### src/rtl/wb_commit_stage_if.sv
// ============================================================================
// Module  : wb_commit_stage_if
// Brief   : MEM->WB bundle, regfile/CSR results and store-queue drain bus.
// Rev     : 1.0  initial release
// ============================================================================
`default_nettype none

interface wb_commit_stage_if #(
    parameter int LANES  = 2,
    parameter int DEPTH  = 8,
    parameter int ADDR_W = 32,
    parameter int DATA_W = 32
);
    logic                      pre_valid_i;
    logic                      now_allowin_o;
    logic [LANES-1:0]          lane_valid_i;
    logic [LANES*32-1:0]       lane_pc_i;
    logic [LANES-1:0]          lane_we_i;
    logic [LANES*5-1:0]        lane_waddr_i;
    logic [LANES*32-1:0]       lane_wdata_i;
    logic [LANES-1:0]          lane_excep_i;
    logic [LANES*6-1:0]        lane_ecode_i;
    logic [LANES-1:0]          lane_st_i;
    logic [LANES*ADDR_W-1:0]   lane_st_addr_i;
    logic [LANES*DATA_W-1:0]   lane_st_data_i;
    logic [LANES*DATA_W/8-1:0] lane_st_strb_i;
    logic [LANES-1:0]          rf_we_o;
    logic [LANES*5-1:0]        rf_waddr_o;
    logic [LANES*32-1:0]       rf_wdata_o;
    logic                      wb_flush_o;
    logic                      excep_en_o;
    logic [5:0]                excep_ecode_o;
    logic [31:0]               excep_pc_o;
    logic                      sq_valid_o;
    logic                      sq_ready_i;
    logic [ADDR_W-1:0]         sq_addr_o;
    logic [DATA_W-1:0]         sq_data_o;
    logic [DATA_W/8-1:0]       sq_strb_o;
    logic [$clog2(DEPTH+1)-1:0] sq_count_o;
`ifdef WB_COMMIT_DIFFTEST_EN
    logic [LANES-1:0]          diff_commit_o;
    logic [63:0]               diff_retired_o;
`endif

    modport slave (
        input  pre_valid_i, lane_valid_i, lane_pc_i, lane_we_i, lane_waddr_i, lane_wdata_i,
               lane_excep_i, lane_ecode_i, lane_st_i, lane_st_addr_i, lane_st_data_i,
               lane_st_strb_i, sq_ready_i,
        output now_allowin_o, rf_we_o, rf_waddr_o, rf_wdata_o, wb_flush_o, excep_en_o,
               excep_ecode_o, excep_pc_o, sq_valid_o, sq_addr_o, sq_data_o, sq_strb_o,
               sq_count_o
`ifdef WB_COMMIT_DIFFTEST_EN
        , diff_commit_o, diff_retired_o
`endif
    );

    modport master (
        output pre_valid_i, lane_valid_i, lane_pc_i, lane_we_i, lane_waddr_i, lane_wdata_i,
               lane_excep_i, lane_ecode_i, lane_st_i, lane_st_addr_i, lane_st_data_i,
               lane_st_strb_i, sq_ready_i,
        input  now_allowin_o, rf_we_o, rf_waddr_o, rf_wdata_o, wb_flush_o, excep_en_o,
               excep_ecode_o, excep_pc_o, sq_valid_o, sq_addr_o, sq_data_o, sq_strb_o,
               sq_count_o
`ifdef WB_COMMIT_DIFFTEST_EN
        , diff_commit_o, diff_retired_o
`endif
    );
endinterface

`default_nettype wire

### src/rtl/wb_commit_stage.sv
// ============================================================================
// Module  : wb_commit_stage
// Brief   : Multi-lane writeback/commit with precise exceptions and a committed
//           store queue. Optional WB_COMMIT_DIFFTEST_EN adds commit trace ports.
// Rev     : 1.0  initial release
// ============================================================================
`default_nettype none

module wb_commit_stage #(
    parameter int LANES  = 2,
    parameter int DEPTH  = 8,
    parameter int ADDR_W = 32,
    parameter int DATA_W = 32
) (
    input  wire logic           clk,
    input  wire logic           rst,
    wb_commit_stage_if.slave    bus
);
    localparam int c_STRB_W = DATA_W / 8;
    localparam int c_PTR_W  = (DEPTH > 1) ? $clog2(DEPTH) : 1;
    localparam int c_CNT_W  = $clog2(DEPTH + 1);
    localparam int c_LCNT_W = $clog2(LANES + 1);

    logic                        r_valid;
    logic [LANES-1:0]            r_lane_valid;
    logic [LANES*32-1:0]         r_pc;
    logic [LANES-1:0]            r_we;
    logic [LANES*5-1:0]          r_waddr;
    logic [LANES*32-1:0]         r_wdata;
    logic [LANES-1:0]            r_excep;
    logic [LANES*6-1:0]          r_ecode;
    logic [LANES-1:0]            r_st;
    logic [LANES*ADDR_W-1:0]     r_st_addr;
    logic [LANES*DATA_W-1:0]     r_st_data;
    logic [LANES*c_STRB_W-1:0]   r_st_strb;

    logic [ADDR_W-1:0]           r_sq_addr [DEPTH];
    logic [DATA_W-1:0]           r_sq_data [DEPTH];
    logic [c_STRB_W-1:0]         r_sq_strb [DEPTH];
    logic [c_PTR_W-1:0]          r_head;
    logic [c_PTR_W-1:0]          r_tail;
    logic [c_CNT_W-1:0]          r_count;

    logic [LANES-1:0]            w_commit;
    logic                        w_blocked;
    logic                        w_excep_hit;
    logic [5:0]                  w_ecode;
    logic [31:0]                 w_pc;
    logic [c_LCNT_W-1:0]         w_st_cnt;
    logic [c_LCNT_W-1:0]         w_off [LANES];
    logic [c_LCNT_W-1:0]         w_push_n;
    logic [LANES-1:0]            w_push;
    logic                        w_ready_go;
    logic                        w_go;
    logic                        w_allowin;
    logic                        w_load;
    logic                        w_pop;

    // Oldest excepting lane blocks itself and every younger lane.
    always_comb begin
        w_commit    = '0;
        w_blocked   = 1'b0;
        w_excep_hit = 1'b0;
        w_ecode     = 6'd0;
        w_pc        = 32'd0;
        w_st_cnt    = '0;
        for (int i = 0; i < LANES; i++) begin
            w_off[i] = w_st_cnt;
            if (r_valid && r_lane_valid[i] && !w_blocked) begin
                if (r_excep[i]) begin
                    w_blocked   = 1'b1;
                    w_excep_hit = 1'b1;
                    w_ecode     = r_ecode[i*6 +: 6];
                    w_pc        = r_pc[i*32 +: 32];
                end else begin
                    w_commit[i] = 1'b1;
                    if (r_st[i]) begin
                        w_st_cnt = w_st_cnt + c_LCNT_W'(1);
                    end
                end
            end
        end
    end

    // Free space is judged against the current occupancy only; a same-cycle pop is not credited.
    assign w_ready_go = (32'(w_st_cnt) <= (32'(DEPTH) - 32'(r_count)));
    assign w_go       = r_valid & w_ready_go;
    assign w_allowin  = ~r_valid | w_ready_go;
    assign w_load     = bus.pre_valid_i & w_allowin;
    assign w_push     = w_commit & r_st & {LANES{w_go}};
    assign w_push_n   = w_go ? w_st_cnt : '0;
    assign w_pop      = (r_count != '0) & bus.sq_ready_i;

    assign bus.now_allowin_o = w_allowin;
    assign bus.rf_we_o       = r_we & w_commit & {LANES{w_go}};
    assign bus.rf_waddr_o    = r_waddr;
    assign bus.rf_wdata_o    = r_wdata;
    assign bus.wb_flush_o    = w_go & w_excep_hit;
    assign bus.excep_en_o    = w_go & w_excep_hit;
    assign bus.excep_ecode_o = w_go ? w_ecode : 6'd0;
    assign bus.excep_pc_o    = w_go ? w_pc : 32'd0;
    assign bus.sq_valid_o    = (r_count != '0);
    assign bus.sq_addr_o     = (r_count != '0) ? r_sq_addr[r_head] : '0;
    assign bus.sq_data_o     = (r_count != '0) ? r_sq_data[r_head] : '0;
    assign bus.sq_strb_o     = (r_count != '0) ? r_sq_strb[r_head] : '0;
    assign bus.sq_count_o    = r_count;

    always_ff @(posedge clk or posedge rst) begin
        if (rst) begin
            r_valid      <= 1'b0;
            r_lane_valid <= '0;
            r_pc         <= '0;
            r_we         <= '0;
            r_waddr      <= '0;
            r_wdata      <= '0;
            r_excep      <= '0;
            r_ecode      <= '0;
            r_st         <= '0;
            r_st_addr    <= '0;
            r_st_data    <= '0;
            r_st_strb    <= '0;
        end else if (w_load) begin
            r_valid      <= 1'b1;
            r_lane_valid <= bus.lane_valid_i;
            r_pc         <= bus.lane_pc_i;
            r_we         <= bus.lane_we_i;
            r_waddr      <= bus.lane_waddr_i;
            r_wdata      <= bus.lane_wdata_i;
            r_excep      <= bus.lane_excep_i;
            r_ecode      <= bus.lane_ecode_i;
            r_st         <= bus.lane_st_i;
            r_st_addr    <= bus.lane_st_addr_i;
            r_st_data    <= bus.lane_st_data_i;
            r_st_strb    <= bus.lane_st_strb_i;
        end else if (w_go) begin
            r_valid      <= 1'b0;
        end
    end

    always_ff @(posedge clk or posedge rst) begin
        if (rst) begin
            r_head  <= '0;
            r_tail  <= '0;
            r_count <= '0;
        end else begin
            if (w_pop) begin
                r_head <= c_PTR_W'((32'(r_head) + 32'd1) % DEPTH);
            end
            r_tail  <= c_PTR_W'((32'(r_tail) + 32'(w_push_n)) % DEPTH);
            r_count <= r_count + c_CNT_W'(w_push_n) - c_CNT_W'(w_pop);
        end
    end

    // Entry storage needs no reset: occupancy alone decides what is live.
    always_ff @(posedge clk) begin
        for (int i = 0; i < LANES; i++) begin
            if (w_push[i]) begin
                r_sq_addr[c_PTR_W'((32'(r_tail) + 32'(w_off[i])) % DEPTH)] <= r_st_addr[i*ADDR_W +: ADDR_W];
                r_sq_data[c_PTR_W'((32'(r_tail) + 32'(w_off[i])) % DEPTH)] <= r_st_data[i*DATA_W +: DATA_W];
                r_sq_strb[c_PTR_W'((32'(r_tail) + 32'(w_off[i])) % DEPTH)] <= r_st_strb[i*c_STRB_W +: c_STRB_W];
            end
        end
    end

`ifdef WB_COMMIT_DIFFTEST_EN
    logic [LANES-1:0]    w_diff_commit;
    logic [c_LCNT_W-1:0] w_commit_n;
    logic [63:0]         r_retired;

    assign w_diff_commit = w_commit & {LANES{w_go}};

    always_comb begin
        w_commit_n = '0;
        for (int i = 0; i < LANES; i++) begin
            w_commit_n = w_commit_n + c_LCNT_W'(w_diff_commit[i]);
        end
    end

    always_ff @(posedge clk or posedge rst) begin
        if (rst) begin
            r_retired <= 64'd0;
        end else begin
            r_retired <= r_retired + 64'(w_commit_n);
        end
    end

    assign bus.diff_commit_o  = w_diff_commit;
    assign bus.diff_retired_o = r_retired;
`endif

endmodule

`default_nettype wire

### src/flat_wrapper.sv
// flat-port wrapper written by rule: the top's interface ports become plain ports
module wb_commit_stage_flat 
#(
    parameter int LANES  = 2,
    parameter int DEPTH  = 8,
    parameter int ADDR_W = 32,
    parameter int DATA_W = 32
)
  (clk, rst, bus_pre_valid_i, bus_lane_valid_i, bus_lane_pc_i, bus_lane_we_i, bus_lane_waddr_i, bus_lane_wdata_i, bus_lane_excep_i, bus_lane_ecode_i, bus_lane_st_i, bus_lane_st_addr_i, bus_lane_st_data_i, bus_lane_st_strb_i, bus_sq_ready_i, bus_now_allowin_o, bus_rf_we_o, bus_rf_waddr_o, bus_rf_wdata_o, bus_wb_flush_o, bus_excep_en_o, bus_excep_ecode_o, bus_excep_pc_o, bus_sq_valid_o, bus_sq_addr_o, bus_sq_data_o, bus_sq_strb_o, bus_sq_count_o);
  wb_commit_stage_if #(.LANES(LANES), .DEPTH(DEPTH), .ADDR_W(ADDR_W), .DATA_W(DATA_W)) bus_i ();
  input  wire logic clk;
  input  wire logic rst;
  input wire logic [$bits(bus_i.pre_valid_i)-1:0] bus_pre_valid_i;
  input wire logic [$bits(bus_i.lane_valid_i)-1:0] bus_lane_valid_i;
  input wire logic [$bits(bus_i.lane_pc_i)-1:0] bus_lane_pc_i;
  input wire logic [$bits(bus_i.lane_we_i)-1:0] bus_lane_we_i;
  input wire logic [$bits(bus_i.lane_waddr_i)-1:0] bus_lane_waddr_i;
  input wire logic [$bits(bus_i.lane_wdata_i)-1:0] bus_lane_wdata_i;
  input wire logic [$bits(bus_i.lane_excep_i)-1:0] bus_lane_excep_i;
  input wire logic [$bits(bus_i.lane_ecode_i)-1:0] bus_lane_ecode_i;
  input wire logic [$bits(bus_i.lane_st_i)-1:0] bus_lane_st_i;
  input wire logic [$bits(bus_i.lane_st_addr_i)-1:0] bus_lane_st_addr_i;
  input wire logic [$bits(bus_i.lane_st_data_i)-1:0] bus_lane_st_data_i;
  input wire logic [$bits(bus_i.lane_st_strb_i)-1:0] bus_lane_st_strb_i;
  input wire logic [$bits(bus_i.sq_ready_i)-1:0] bus_sq_ready_i;
  output wire logic [$bits(bus_i.now_allowin_o)-1:0] bus_now_allowin_o;
  output wire logic [$bits(bus_i.rf_we_o)-1:0] bus_rf_we_o;
  output wire logic [$bits(bus_i.rf_waddr_o)-1:0] bus_rf_waddr_o;
  output wire logic [$bits(bus_i.rf_wdata_o)-1:0] bus_rf_wdata_o;
  output wire logic [$bits(bus_i.wb_flush_o)-1:0] bus_wb_flush_o;
  output wire logic [$bits(bus_i.excep_en_o)-1:0] bus_excep_en_o;
  output wire logic [$bits(bus_i.excep_ecode_o)-1:0] bus_excep_ecode_o;
  output wire logic [$bits(bus_i.excep_pc_o)-1:0] bus_excep_pc_o;
  output wire logic [$bits(bus_i.sq_valid_o)-1:0] bus_sq_valid_o;
  output wire logic [$bits(bus_i.sq_addr_o)-1:0] bus_sq_addr_o;
  output wire logic [$bits(bus_i.sq_data_o)-1:0] bus_sq_data_o;
  output wire logic [$bits(bus_i.sq_strb_o)-1:0] bus_sq_strb_o;
  output wire logic [$bits(bus_i.sq_count_o)-1:0] bus_sq_count_o;
  assign bus_i.pre_valid_i = bus_pre_valid_i;
  assign bus_i.lane_valid_i = bus_lane_valid_i;
  assign bus_i.lane_pc_i = bus_lane_pc_i;
  assign bus_i.lane_we_i = bus_lane_we_i;
  assign bus_i.lane_waddr_i = bus_lane_waddr_i;
  assign bus_i.lane_wdata_i = bus_lane_wdata_i;
  assign bus_i.lane_excep_i = bus_lane_excep_i;
  assign bus_i.lane_ecode_i = bus_lane_ecode_i;
  assign bus_i.lane_st_i = bus_lane_st_i;
  assign bus_i.lane_st_addr_i = bus_lane_st_addr_i;
  assign bus_i.lane_st_data_i = bus_lane_st_data_i;
  assign bus_i.lane_st_strb_i = bus_lane_st_strb_i;
  assign bus_i.sq_ready_i = bus_sq_ready_i;
  assign bus_now_allowin_o = bus_i.now_allowin_o;
  assign bus_rf_we_o = bus_i.rf_we_o;
  assign bus_rf_waddr_o = bus_i.rf_waddr_o;
  assign bus_rf_wdata_o = bus_i.rf_wdata_o;
  assign bus_wb_flush_o = bus_i.wb_flush_o;
  assign bus_excep_en_o = bus_i.excep_en_o;
  assign bus_excep_ecode_o = bus_i.excep_ecode_o;
  assign bus_excep_pc_o = bus_i.excep_pc_o;
  assign bus_sq_valid_o = bus_i.sq_valid_o;
  assign bus_sq_addr_o = bus_i.sq_addr_o;
  assign bus_sq_data_o = bus_i.sq_data_o;
  assign bus_sq_strb_o = bus_i.sq_strb_o;
  assign bus_sq_count_o = bus_i.sq_count_o;
  wb_commit_stage #(.LANES(LANES), .DEPTH(DEPTH), .ADDR_W(ADDR_W), .DATA_W(DATA_W)) u_core (.clk(clk), .rst(rst), .bus(bus_i));
endmodule
### config.mk
export PLATFORM = sky130hd
export DESIGN_NAME = wb_commit_stage_flat
export DESIGN_NICKNAME = d
export VERILOG_FILES = /design/src/rtl/wb_commit_stage_if.sv /design/src/rtl/wb_commit_stage.sv /design/src/flat_wrapper.sv
export SDC_FILE = /design/constraint.sdc
export NUM_CORES = 1
export LEC_CHECK = 0
export BUFFER_PORTS_ARGS = -buffer_cell sky130_fd_sc_hd__buf_4
export CAP_MARGIN = 20
export CORE_ASPECT_RATIO = 1.1
export CORE_MARGIN = 2
export CORE_UTILIZATION = 59
export DETAILED_ROUTE_END_ITERATION = 10
export GPL_TIMING_DRIVEN = 0
export PLACE_DENSITY = 0.81
export SYNTH_ARGS = -nofsm -noshare
export SYNTH_HDL_FRONTEND = slang
export SYNTH_SLANG_ARGS = --single-unit
### constraint.sdc
create_clock -name clk -period 15.8 [get_ports clk]
set_clock_uncertainty 0.2 [all_clocks]
set_input_delay 4.74 -clock clk [delete_from_list [all_inputs] [get_ports clk]]
set_output_delay 4.74 -clock clk [all_outputs]
set_load 0.03 [all_outputs]
Word level (Yosys, flattened, before mapping)
Memory sizes are Yosys's and may differ from the RTL's.
Index checks and enable logic that the tools add are counted.
- bits in writable memories: 544
- logic and storage cells: 76
- output and inout bits: 190
- bits of input ports: 298
- flip-flop bits (word level): 305
- memories kept: 3
- memories (memory ; depth ; width ; rd ports ; clocked after memory_dff ; wr ports ; RTL line ; text):
    u_core.r_sq_addr ; 8 ; 32 ; 1 ; 0 ; 2 ; wb_commit_stage.sv:37 ; logic [ADDR_W-1:0] r_sq_addr [DEPTH];
    u_core.r_sq_data ; 8 ; 32 ; 1 ; 0 ; 2 ; wb_commit_stage.sv:38 ; logic [DATA_W-1:0] r_sq_data [DEPTH];
    u_core.r_sq_strb ; 8 ; 4 ; 1 ; 0 ; 2 ; wb_commit_stage.sv:39 ; logic [c_STRB_W-1:0] r_sq_strb [DEPTH];
- $add $sub $neg: 7
- reduce and logical (&&, ||, !) cells: 6
- muxes and demuxes: 34
- bitwise operators: 10
- $lt $le $gt $ge: 1
- operators with widths (kind ; number):
    two-way mux 32 bit ; 7
    <= comparator 2 x 32 -> 1 bit ; 1
    two-way mux 6 bit ; 5
    two-way mux 1 bit ; 15
    two-way mux 2 bit ; 6
    bitwise AND 2 bit ; 4
    adder 3 x 2 -> 3 bit ; 2
    subtractor 4 x 4 -> 5 bit (first input constant) ; 1
    adder 4 x 2 -> 4 bit ; 1
    bitwise AND 1 bit ; 4
    two-way mux 4 bit ; 1
    nonzero test 4 bit ; 1
    subtractor 4 x 1 -> 4 bit ; 1
    adder 3 x 1 -> 3 bit (second input constant) ; 1
    logical AND 1 bit ; 3
    adder 2 x 1 -> 2 bit (second input constant) ; 1
    nonzero test 2 bit ; 1
    logical NOT 1 bit ; 1
    NOT 1 bit ; 1
    OR 1 bit ; 1

Logic depth before layout (Yosys ltp)
Gate-level depths: netlist of run 1.
- depth after elaboration: 12
- gate-level depth with buffers: 16

Worst setup path before layout of run 1
No wires, ideal clock.
- path type: register to register
- start point: register u_core.r_lane_valid[0]
- end point: memory u_core.r_sq_addr[3][0] (enable)
- path slack: 5.945 ns
- library setup time: 0.680 ns
- cell stages (with the launch flop): 12
- required time: 14.920 ns
- buffers on the path: 0
- clock period less this slack: 9.855 ns
- arrival time: 8.975 ns
- cell sequence: dfrtp_1 > nor2b_1 > nand3_1 > inv_1 > ha_1 > nand2_1 > inv_1 > ha_1 > nor2b_1 > o2111ai_1 > o21ai_1 > o41ai_1
- RTL lines (element ; RTL line ; text):
    start, declared ; wb_commit_stage.sv:25 ; logic [LANES-1:0] r_lane_valid;
    start signal, assigned ; wb_commit_stage.sv:124 ; r_lane_valid <= bus.lane_valid_i;
    end, declared ; wb_commit_stage.sv:37 ;

Worst setup path after layout of run 1
- start point: register u_core.r_lane_valid[0]
- end point: output port bus_wb_flush_o
- cells in the longest elaborated chain, start to end: 9
- RTL lines (element ; RTL line ; text):
    logical AND 1 bit (*) ; wb_commit_stage.sv:69 ; if (r_valid && r_lane_valid[i] && !w_blocked) begin
    two-way mux 2 bit ; wb_commit_stage.sv:69 ;
    adder 2 x 1 -> 2 bit ; wb_commit_stage.sv:78 ; w_st_cnt = w_st_cnt + c_LCNT_W'(1);
    two-way mux 2 bit ; wb_commit_stage.sv:77 ; if (r_st[i]) begin
    two-way mux 2 bit ; wb_commit_stage.sv:70 ; if (r_excep[i]) begin
    two-way mux 2 bit ; wb_commit_stage.sv:69 ;
    <= comparator 2 x 32 -> 1 bit ; wb_commit_stage.sv:86 ; assign w_ready_go = (32'(w_st_cnt) <= (32'(DEPTH) - 32'(r_count)));
    bitwise AND 1 bit ; wb_commit_stage.sv:87 ; assign w_go = r_valid & w_ready_go;
    bitwise AND 1 bit (*) ; wb_commit_stage.sv:98 ; assign bus.wb_flush_o = w_go & w_excep_hit;
    end, declared ; flat_wrapper.sv:30 ; output wire logic [$bits(bus_i.wb_flush_o)-1:0] bus_wb_flush_o;
Every way passes the cells marked *; elsewhere a longest branch is shown, timed or not.

==> flow_metrics.env, run 1 <==
export IMPL_portBuffers=487
export IMPL_critical_path_class="register to output pin"
export IMPL_grt_ovfl_total=0
export IMPL_chipHeight_um=275
export IMPL_die_area_um2=68900
export IMPL_power_density_nw_per_um2=155
export IMPL_synth_cell_types=49
export IMPL_ys_seq_area_share_pct=60.8
export IMPL_wl_met2_um=57000
export IMPL_startpoint="u_core.r_lane_valid[0]$_DFFE_PP0P_"
export IMPL_synth_area_um2=39400
export IMPL_grt_max_degree=129
export IMPL_dr_total_vias=24123
export IMPL_grt_first_pass_wirelength_um=163000
export IMPL_rows=99
export IMPL_cts_max_level=3
export IMPL_hp_class="register to register"
export IMPL_p_leak_nw=18.2
export IMPL_grt_pass1_vias=25631
export IMPL_holdBufCountCts=0
export IMPL_clk_pin_slew_ns=0.06
export IMPL_numCtsBuffers=87
export IMPL_core_um2=66300
export IMPL_irDropWorstVdd_mv=0.127
export IMPL_grt_use_total_pct=32.2
export IMPL_synth_mux_area_share_pct=33.4
export IMPL_synthAdderAreaFrac_pct=0.527
export IMPL_synth_nets=2611
export IMPL_hp_start="u_core.r_ecode[11]$_DFFE_PP0P_"
export IMPL_power_total_mw=7.42
export IMPL_slew_violations=0
export IMPL_clkSinkCount=849
export IMPL_floorplan_initialDensity_pct=59.5
export IMPL_initialDrtViolationCount=1881
export IMPL_cts_resized=0
export IMPL_drive_gt1_share_pct=57.1
export IMPL_first_pass_iters=8
export IMPL_r2r_cells=16
export IMPL_critPathCaptureType="output pin"
export IMPL_cts_tree="built"
export IMPL_yosysWarnings=0
export IMPL_tightestPinTransition_ns=1.02
export IMPL_post_route_period_util_pct=57.8
export IMPL_io_pins=488
export IMPL_synthToLayoutAreaGrowth_pct=21.2
export IMPL_routed_wl_um=111000
export IMPL_status="complete, no violations"
export IMPL_postSynthCellCount=2297
export IMPL_antenna_found_initial=10
export IMPL_synth_edf_count=544
export IMPL_gp_congestion=0.909
export IMPL_setup_viol=0
export IMPL_cap_violations=0
export IMPL_yosys_area_share_xor_xnor_pct=0.266
export IMPL_fin_crit_ns=9.13
export IMPL_final_nets=3224
export IMPL_synth_seq_cells=849
export IMPL_cp_data_required_time_ns=10.86
export IMPL_clock_latency_ns=0.65
export IMPL_max_freq_mhz=110
export IMPL_maxSlewHeadroom_pct=31.8
export IMPL_grt_setup_unrepaired="false"
export IMPL_syn_area_per_cell_um2=17.2
export IMPL_wl_met1_um=39300
export IMPL_root_buffer="clkbuf_16"
export IMPL_reg2reg_to="u_core.r_sq_data[0][27]$_DFFE_PP_"
export IMPL_cp_start_kind="register"
export IMPL_ff2ff_setup_slack_ns=10.62
export IMPL_critical_path_arrival_ns=4.19
export IMPL_wl_met3_um=8920
export IMPL_post_cts_buffers=0
export IMPL_wl_per_cell_um=28.8
export IMPL_setup_tns_final_ns=0
export IMPL_dp_hpwl_um=75800
export IMPL_die_w_um=251
export IMPL_hold_depth=1
export IMPL_worstPathMaxFanout=10
export IMPL_final_hold_violation_count=0
export IMPL_synth_ff_type="edfxtp_1"
export IMPL_synthSimpleGateAreaFrac_pct=1.87
export IMPL_holdPathEnd="u_core.r_ecode[11]$_DFFE_PP0P_"
export IMPL_routed_via_density=6.27
export IMPL_drc_errors=0
export IMPL_synth_compound_area_share_pct=1.10
export IMPL_topRoutingLayerUsed="met4"
export IMPL_clockBufferDepth=3
export IMPL_ant_nets=0
export IMPL_synth_top_family_by_area="multiplexers"
export IMPL_async_reset_ff_share_pct=35.9
export IMPL_worstReg2RegStart="u_core.r_lane_valid[0]$_DFFE_PP0P_"
area by class of cell:
class,instances,area [um2]
inverter,14,60.1
clock buffer,124,2500
timing repair buffer,524,4310
sequential,849,24000
antenna,6,15.0
clock inverter,40,377
buffer,151,746
multi-input combinational,1283,14800
fill,4131,18500
tap,858,1070
registers in the layout, indices dropped and copies added (netlist names):
| register | cells |
|---|---|
| u_core.bus.rf_waddr_o | 10 |
| u_core.bus.rf_wdata_o | 64 |
| u_core.bus.sq_count_o | 4 |
| u_core.r_ecode | 12 |
| u_core.r_excep | 2 |
| u_core.r_head | 3 |
| u_core.r_lane_valid | 2 |
| u_core.r_pc | 64 |
| u_core.r_sq_addr | 256 |
| u_core.r_sq_data | 256 |
| u_core.r_sq_strb | 32 |
| u_core.r_st | 2 |
| u_core.r_st_addr | 64 |
| u_core.r_st_data | 64 |
| u_core.r_st_strb | 8 |
| u_core.r_tail | 3 |
| u_core.r_valid | 1 |
| u_core.r_we | 2 |
per-stage QoR:
stage | cells | hold WS [ns] | instance area (um2) | setup slack [ns] | util [%]
finish | 3849 | 0.308 | 47800 | 6.67 | 72.1
global placement | 3642 | 0.288 | 44200 | -1.82 | 66.6
floorplan | 2297 | 0.279 | 39400 | 2.43 | -
global route | 3849 | 0.319 | 47800 | 6.29 | 72.1
detailed placement | 3679 | 0.295 | 44900 | 7.33 | 67.8
CTS | 3843 | 0.309 | 47800 | 6.63 | 72.1
synthesized netlist by cell type, drive strengths merged (2+ instances only):
cell type	number	area, um2
dfrtp	305	7630
buf	115	609
mux2i	68	681
edfxtp	544	16300
and2	2	12.5
a22oi	38	285
nand2	11	43.8
clkbuf	36	135
nand3	3	15.0
or3	2	12.5
mux2	839	9450
ha	15	188
mux4	136	3060
o21ai	4	20.0
nor2b	3	18.8
a21oi	2	10.0
nor3	3	20.0
nor4	3	63.8
and3	2	12.5
nor2	114	435
xnor2	8	70.1
xor2	4	35.0
o21bai	5	37.5
nand2b	5	31.3
inv	14	52.6
where the power goes:
| group | switching [mW] | internal, mW | total, mW |
|---|---|---|---|
| combinational | 1.39 | 1.11 | 2.51 |
| sequential | 0.219 | 2.62 | 2.84 |
| clock | 0.885 | 1.19 | 2.08 |
layout by cell type (no fill, tap or decap), drive strengths merged, types with 3 or more instances in the layout:
| master | Yosys | final |
|---|---|---|
| nand3 | 3 | 3 |
| edfxtp | 544 | 544 |
| nand2b | 5 | 5 |
| o21ai | 4 | 4 |
| inv | 14 | 17 |
| nor2b | 3 | 3 |
| clkinv | 0 | 31 |
| nand2 | 11 | 11 |
| mux2i | 68 | 68 |
| ha | 15 | 15 |
| o21bai | 5 | 5 |
| a22oi | 38 | 38 |
| buf | 115 | 639 |
| mux4 | 136 | 136 |
| nor3 | 3 | 3 |
| nor4 | 3 | 3 |
| dfrtp | 305 | 305 |
| diode | 0 | 6 |
| clkbuf | 36 | 160 |
| xor2 | 4 | 4 |
| bufinv | 0 | 5 |
| mux2 | 839 | 839 |
| xnor2 | 8 | 8 |
| nor2 | 114 | 114 |
per-layer routing:
| metal | vias to the layer above | global-route usage (%) |
|---|---|---|
| li1 | 10189 | - |
| met2 | 1191 | 55.9 |
| met1 | 12492 | 38.7 |
| met3 | 251 | 6.12 |
| met4 | 0 | 16.8 |
| met5 | - | 0 |
cells by family (layout without fill, tap and decap cells):
family,after synthesis,count (layout)
other cells,0,6
flops,849,849
buf+inv,165,853
simple gates,155,155
fa+ha+maj,16,16
mux,1043,1043
xor+xnor,12,12
compound gates,57,57
how the worst max path moves through the flow:
stage / end / slack [ns] / cells past startpoint
3_5_place_dp: bus_wb_flush_o / 7.33 / 14
3_3_place_gp: u_core.r_sq_data[3][24]$_DFFE_PP_ / -1.82 / 11
2_1_floorplan: u_core.bus.rf_waddr_o[0]$_DFFE_PP0P_ / 2.43 / 1
5_1_grt: bus_excep_ecode_o[3] / 6.29 / 12
6_report: bus_wb_flush_o / 6.67 / 13
4_1_cts: bus_wb_flush_o / 6.63 / 14
worst max-delay path: stages, from the launching register on:
cell and delay, ns:
dfrtp_1 0.45, nor2b_1 0.20, nand3_1 0.22, inv_1 0.14, ha_1 0.23, a21oi_1 0.17, ha_1 0.26, nand2_1 0.10
o2111ai_1 0.19, o21ai_1 0.68, clkbuf_1 0.47, nor2_1 0.13, buf_4 0.15, buf_4 0.16
(Power assumes the default switching activity.)
==> run 2, diff against run 1 <==
==> constraint.sdc (replaced) <==
create_clock -name clk -period 9.1 [get_ports clk]
set_clock_uncertainty 0.2 [all_clocks]
set_input_delay 2.73 -clock clk [delete_from_list [all_inputs] [get_ports clk]]
set_output_delay 2.73 -clock clk [all_outputs]
set_load 0.03 [all_outputs]
==> run 2 against run 1 <==
Net effect: setup slack got worse by 4.9 ns; sequential share of layout area fell by 0.34 points; critical path depth did not move; global-route usage fell by 0.32 points; utilization rose by 0.50 points; critical path type unchanged; via count fell by 0.25%; cell count rose by 0.21%; routed wire length fell by 0.99%; largest power group unchanged; combinational power rose by 74%.
==> flow_metrics.env, run 2 (same netlist as run 1, synthesis figures left out) <==
export IMPL_max_freq_mhz=137
export IMPL_grt_ovfl_total=0
export IMPL_setup_viol=0
export IMPL_dp_cells=3683
export IMPL_synthToLayoutAreaGrowth_pct=22.1
export IMPL_floorplan_initialDensity_pct=59.5
export IMPL_clkSinkCount=849
export IMPL_die_w_um=251
export IMPL_place_area_um2=45100
export IMPL_startpoint="u_core.r_lane_valid[0]$_DFFE_PP0P_"
export IMPL_antenna_found_initial=6
export IMPL_gp_congestion=0.889
export IMPL_chipHeight_um=275
export IMPL_final_util_pct=72.6
export IMPL_critical_path_arrival_ns=4.38
export IMPL_routed_wl_um=110000
export IMPL_cts_tree="built"
export IMPL_fin_ws_ns=1.79
export IMPL_hp_start="u_core.r_pc[6]$_DFFE_PP0P_"
export IMPL_slowest_stage="o21ai_1"
export IMPL_fin_area_um2=48100
export IMPL_final_nets=3230
export IMPL_holdPathEnd="u_core.r_pc[6]$_DFFE_PP0P_"
export IMPL_die_area_um2=68900
export IMPL_final_common_cell="mux2_2"
export IMPL_root_buffer="clkbuf_16"
export IMPL_grt_setup_unrepaired="false"
export IMPL_post_place_ws_ns=2.41
export IMPL_critPathCaptureType="output pin"
export IMPL_p_leak_nw=18.4
export IMPL_wl_per_cell_um=28.5
export IMPL_cts_max_level=3
export IMPL_instances_no_fill=3857
export IMPL_grt_pass1_vias=25812
export IMPL_post_cts_buffers=0
export IMPL_r2r_cells=18
export IMPL_cts_resized=0
export IMPL_status="complete, no violations"
export IMPL_fin_crit_ns=7.31
export IMPL_tightestPinTransition_ns=1.03
export IMPL_holdBufCountCts=0
export IMPL_post_route_period_util_pct=80.4
export IMPL_clock_latency_ns=0.64
export IMPL_routed_via_density=6.24
export IMPL_drive_gt1_share_pct=57.2
export IMPL_drc_errors=0
export IMPL_hp_class="register to register"
export IMPL_reg2reg_to="u_core.r_sq_addr[0][17]$_DFFE_PP_"
export IMPL_maxSlewHeadroom_pct=31.3
export IMPL_ant_nets=0
export IMPL_crit_chain="nor2b_1 -> nand3_1 -> inv_1 -> ha_1 -> a21oi_1 -> ha_1 -> nand2_1 -> o2111ai_1 -> o21ai_1 -> clkbuf_1 -> nor2_1 -> buf_4 -> buf_4"
export IMPL_cpPeakStageDelay_ns=0.73
export IMPL_cp_start_kind="register"
export IMPL_hold_worst_slack_ns=0.306
export IMPL_irDropWorstVdd_mv=0.214
export IMPL_ff2ff_setup_slack_ns=3.74
export IMPL_cap_violations=0
export IMPL_power_density_nw_per_um2=270
export IMPL_portBuffers=487
export IMPL_worstPathMaxFanout=10
export IMPL_slew_violations=0
export IMPL_rows=99
export IMPL_dr_total_vias=24062
export IMPL_hold_depth=1
export IMPL_mostFrequentLayoutCells="mux2_2 (791), edfxtp_1 (544), buf_4 (503), dfrtp_1 (305), mux4_2 (136)"
export IMPL_initialDrtViolationCount=2126
export IMPL_first_pass_iters=7
export IMPL_cp_data_required_time_ns=6.17
export IMPL_core_um2=66300
export IMPL_grt_max_degree=46
export IMPL_grt_use_total_pct=31.9
export IMPL_final_hold_violation_count=0
export IMPL_clk_pin_slew_ns=0.06
export IMPL_worstReg2RegStart="u_core.r_lane_valid[0]$_DFFE_PP0P_"
export IMPL_dp_hpwl_um=76200
export IMPL_fillers=4056
export IMPL_io_pins=488
export IMPL_grt_first_pass_wirelength_um=162000
export IMPL_clockBufferDepth=3
export IMPL_numCtsBuffers=89
export IMPL_critical_path_class="register to output pin"
## run 2: power breakdown
group | leakage, nW | switching (mW) | internal, mW
combinational | 8.44 | 2.41 | 1.94
clock | 1.49 | 1.55 | 2.18
sequential | 8.45 | 0.381 | 4.54
## run 2: area by class of cell
class | count | area, um2 | area share, %
Antenna cell | 6 | 15.0 | 0.0312
Buffer | 151 | 744 | 1.55
Clock buffer | 124 | 2570 | 5.33
Clock inverter | 44 | 430 | 0.894
Inverter | 14 | 56.3 | 0.117
Multi-Input combinational cell | 1283 | 14800 | 30.7
Sequential cell | 849 | 24000 | 49.8
Tap cell | 858 | 1070 | 2.23
Timing Repair Buffer | 528 | 4510 | 9.37
## run 2: per-layer routing
metal	track usage (%)	wire length, um	up-vias
met5	0	14	-
met4	17.2	6280	2
met3	6.51	8740	273
met2	54.8	55700	1154
met1	38.3	39200	12429
li1	-	-	10204
## run 2: worst max-delay path by stage
stage | end | cells past startpoint
after global placement | u_core.r_sq_data[5][28]$_DFFE_PP_ | 12
after floorplan | u_core.r_sq_addr[1][0]$_DFFE_PP_ | 12
after global routing | bus_wb_flush_o | 13
after detailed placement | bus_wb_flush_o | 13
after CTS | bus_wb_flush_o | 13
final | bus_wb_flush_o | 13
## run 2: through the flow
step / setup TNS, ns / power [mW]
floorplan: 0 / 7.74
global placement: -1073.39 / 9.18
detailed placement: 0 / 9.34
CTS: 0 / 13.0
global route: 0 / 13.5
finish: 0 / 13.0
## run 2: critical path: cells and delay by family, from the launching register on
kind / cells / cell delay [ns]
compound gates: 3 / 1.10
buf+inv: 4 / 0.99
simple gates: 4 / 0.70
fa+ha+maj: 2 / 0.49
flops: 1 / 0.45
